`config.mk`:
```
export PLATFORM = sky130hd
export DESIGN_NAME = moore_seq_generator
export DESIGN_NICKNAME = d
export VERILOG_FILES = /design/src/rtl/moore_seq_generator.sv
export SDC_FILE = /design/constraint.sdc
export NUM_CORES = 1
export LEC_CHECK = 0
export CAP_MARGIN = 10
export CORE_ASPECT_RATIO = 0.7
export CORE_MARGIN = 3
export CORE_UTILIZATION = 45
export CTS_CLUSTER_SIZE = 10
export DETAILED_ROUTE_END_ITERATION = 12
export PLACE_DENSITY = 0.67
export SYNTH_ARGS = -nofsm -noshare
export SYNTH_HDL_FRONTEND = slang
export SYNTH_SLANG_ARGS = --single-unit
```
`constraint.sdc`:
```
create_clock -name clk -period 2.9 [get_ports clk]
set_input_delay 0.58 -clock clk [delete_from_list [all_inputs] [get_ports clk]]
set_output_delay 0.58 -clock clk [all_outputs]
set_load 0.01 [all_outputs]
```
`src/rtl/moore_seq_generator.sv`:
```
// Moore serial pattern transmitter: sends the low `len` bits of a captured pattern, MSB first,
// `reps` times back to back, then pulses done. Every output is a flop.
module moore_seq_generator #(
  parameter int unsigned PAT_W = 8,
  parameter int unsigned LEN_W = 4,
  parameter int unsigned REP_W = 4
) (
  input  logic             clk,
  input  logic             reset,
  input  logic             start,
  input  logic [PAT_W-1:0] pattern,
  input  logic [LEN_W-1:0] len,
  input  logic [REP_W-1:0] reps,
  output logic             out,
  output logic             valid,
  output logic             busy,
  output logic             done
);

  localparam logic [LEN_W-1:0] MaxLen = LEN_W'(PAT_W);

  typedef enum logic [1:0] {StIdle, StSend, StDone} state_e;

  state_e             state_q, state_d;
  logic [PAT_W-1:0]   pat_q, pat_d;
  logic [LEN_W-1:0]   len_q, len_d;
  logic [LEN_W-1:0]   idx_q, idx_d;
  logic [REP_W-1:0]   rep_q, rep_d;
  logic               out_q, out_d;
  logic               valid_q, valid_d;
  logic               busy_q, busy_d;
  logic               done_q, done_d;
  logic [PAT_W-1:0]   sel;

  always_comb begin
    state_d = state_q;
    pat_d   = pat_q;
    len_d   = len_q;
    idx_d   = idx_q;
    rep_d   = rep_q;
    unique case (state_q)
      StIdle: begin
        if (start) begin
          pat_d = pattern;
          len_d = len;
          rep_d = (reps == '0) ? '0 : reps - REP_W'(1);
          if ((len != '0) && (len <= MaxLen)) begin
            state_d = StSend;
            idx_d   = len - LEN_W'(1);
          end else begin
            state_d = StDone;
          end
        end
      end
      StSend: begin
        if (idx_q != '0) begin
          idx_d = idx_q - LEN_W'(1);
        end else if (rep_q != '0) begin
          rep_d = rep_q - REP_W'(1);
          idx_d = len_q - LEN_W'(1);
        end else begin
          state_d = StDone;
        end
      end
      StDone:  state_d = StIdle;
      default: state_d = StIdle;
    endcase

    // Outputs are computed from the next state so they land in flops alongside it.
    valid_d = (state_d == StSend);
    busy_d  = (state_d != StIdle);
    done_d  = (state_d == StDone);
    sel     = pat_d >> idx_d;
    out_d   = valid_d & sel[0];
  end

  always_ff @(posedge clk) begin
    if (reset) begin
      state_q <= StIdle;
      pat_q   <= '0;
      len_q   <= '0;
      idx_q   <= '0;
      rep_q   <= '0;
      out_q   <= 1'b0;
      valid_q <= 1'b0;
      busy_q  <= 1'b0;
      done_q  <= 1'b0;
    end else begin
      state_q <= state_d;
      pat_q   <= pat_d;
      len_q   <= len_d;
      idx_q   <= idx_d;
      rep_q   <= rep_d;
      out_q   <= out_d;
      valid_q <= valid_d;
      busy_q  <= busy_d;
      done_q  <= done_d;
    end
  end

  assign out   = out_q;
  assign valid = valid_q;
  assign busy  = busy_q;
  assign done  = done_q;

endmodule

```
==> results.md <==
* CTS tree: built
* CTS clk-pin slew, worst paths at 0.09 ns
* Syn avg cell area at ~8.1 um2
* Vias per cell at 5.48
* Worst Clk Skew at approximately 0.0094 ns
* Post-route minimum period at roughly 2.8 ns
* Most common cell after layout, fill and taps aside: nand2_1
* WP data arrival at ~2.9 ns
* Post-synth top area share at 0.340
* Hold path startpoint: pat_q[3]
* CP Capture Type: flip-flop
* Yosys cell types at 43
* Netlist Area Pre-Place at about 1500 um2
* Hold Buf Count CTS at 0
* Worst Path Required at 3.05 ns
* Total gr overflow at 0
* Detail Route Antenna Nets at 0
* Max VDD drop at roughly 350 uV
* Full die area at roughly 4100 um2
* Mapped Nets at between 200 and 250
* Final period util at 0.961
* Area grow syn2layout at 29.8%
* Drt initial violations at between 80 and 90
* Power Density at about 580 nW/um2
* Leakage at 0.789 nW
* 1st-pass router iterations at 5
* I/O Pins at 23
* Critical path class: input port to flip-flop
* Complex-gate fraction of the synthesized area at 0.232
* Setup slack after layout at 0.114 ns
* Most frequent cells in the layout: 32 x nand2_1, 26 x dfxtp_1, 23 x a21oi_1, 22 x clkdlybuf4s50_1, 16 x buf_4
* H-tree levels at 1
* Overall Power at 0.00114 W
* Pin count of the biggest net entering global routing at 17
* Hold crit path type: flip-flop to flip-flop
* Total GRT Usage at 0.193
* Core area at approximately 3200 um2
* Seq/Total Area, Yosys at 0.340
* Root buffer cell: clkbuf_8
* Die height at 54.8 um
* Multiplexer share of the synthesized area at 0.0589
* Placement Cell Area at 1860 um2
* Largest family of logic cells by synthesized area: simple AND/OR/NAND/NOR gates
* Starting density of the core at 0.479
* RD Place Congestion at 0.932
* Worst Setup Start Kind: input port
* Worst slew pin tran at about 0.55 ns
* Total clock buffers created by CTS at 3
* Vias at about 1400
* Hpwl dp at between 2 and 3 mm
* Run status: finished, final reports clean
* Adder-Cell Fraction of Synth Area at 0.0409
* Initial antenna violation count at 0
* Final Cell Area at just under 2000 um2
* Port bufs at 22
* # diodes at 0
* Cell type with the largest total area after synthesis: dfxtp_1
* Drc violations at 0
* Clock Latency Late Sink at roughly 0.27 ns
* Synth Instances at 188
* Final hold viol count at 0
* DR WL/cell at ~14 um
* Clk buf depth at 2
* Die Wd at approximately 76 um
* Synth Register Bits at 26
* WL final at about 3.6 mm
* Max_cap viols at 0
* Worst slack, placed at -0.231 ns
* CTS sink cnt at 26
* Reg-to-reg critical path startpoint: idx_q[0]
* Post-Synth XOR/XNOR Area at 0.0344
* Yosys warnings at 0
* Number of global-route vias before repair at between 1000 and 1500
* Final Max Tran Viols at 0
* Nets at 249
* Crit-path max FO at 4
* Num rows at 17
* First-pass GRT wire length at around 6.0 mm
* Ranking of synthesized cells by area: dfxtp_1 34%, nand2_1 7.9%, a21oi_1 7.5%
* Crit path launch: len[0]
* Share of cells above drive strength 1 at 0.143
* Max_slew headroom at 0.630
* Fmax at between 300 and 400 MHz
* Final setup fails at 0
* Post-Synth Simple-Gate Area at 0.245
==> metrics by stage <==
stage           util  cells  setup TNS, ns  hold WS (ns)
6_report       0.622    262              0         0.471
5_1_grt        0.622    262       -0.00602         0.487
4_1_cts        0.606    258              0         0.470
3_5_place_dp   0.584    254         -0.231         0.458
3_3_place_gp   0.584    254         -0.150         0.442
2_1_floorplan      -    188              0         0.432
==> what timing repair did <==
action                     in CTS  in global routing
resized for setup               0                  5
buffers inserted                0                  4
setup endpoints to repair       0                  1
==> final cells by class <==
cell class | count | area [um2]
well taps | 38 | 47.5
inverters | 13 | 48.8
fillers | 281 | 1210
flip-flops and latches | 26 | 520
clock inverters | 1 | 30.0
clock buffers | 3 | 41.3
repair buffers | 38 | 340
multi-input cells | 143 | 956
==> power by group <==
group,switching (W),leakage [nW],internal (W),total [W]
registers,0.0000366,0.214,0.000394,0.000430
logic,0.000204,0.539,0.000208,0.000413
clock network,0.000114,0.0357,0.000185,0.000298
total,0.000355,0.789,0.000787,0.00114
==> logic make-up (layout without fill, tap and decap cells) <==
group,count (synthesis),count (layout)
compound gates,50,50
xor+xnor,6,6
fa+ha+maj,5,5
buf+inv,19,55
flops,26,26
mux,6,6
simple gates,76,76
==> routing by layer <==
metal / global-route usage / routed length (um)
met4: 0.0465 / 25
met5: 0 / 0
met1: 0.266 / 1770
met2: 0.307 / 1580
met3: 0.0459 / 235
==> synth_stat cells, drive strengths merged <==
cell type,number
clkbuf,5
dfxtp,26
inv,13
xnor2,1
nand2,32
mux2,1
a21boi,2
nor3,11
nor2,12
a31oi,1
nor3b,2
and2,1
a311oi,2
nand2b,3
a21o,1
a32oi,1
a2bb2oi,1
buf,1
or3,1
or3b,1
a21oi,23
ha,5
a221oi,1
xor2,5
a211o,1
o21ai,9
nand3,3
mux4,2
a2111oi,2
a211oi,1
o21bai,1
mux2i,3
o311a,1
nand3b,1
and3,2
nor2b,7
a22oi,1
o211ai,2
==> worst max-delay path, cell delays in order <==
cell	delay, ns
clkdlybuf4s50_1	0.48
inv_1	0.06
ha_1	0.20
nor2b_4	0.14
mux2i_4	0.19
and3_1	0.21
a2111oi_4	0.36
buf_4	0.18
mux4_1	0.28
a22oi_2	0.15
a311oi_2	0.11
==> final timing paths <==
kind	end	slack [ns]	depth (start not counted)
max	out	0.11	11
min	pat_q[3]	0.47	2
max reg2reg	out	0.20	10
min reg2reg	pat_q[3]	0.47	2
==> registers in the layout, indices dropped and copies added (netlist names) <==
signal   count
rep_q        4
busy         1
pat_q        8
out          1
state_q      2
valid        1
idx_q        4
done         1
len_q        4
Power figures use the tool's default switching activity.
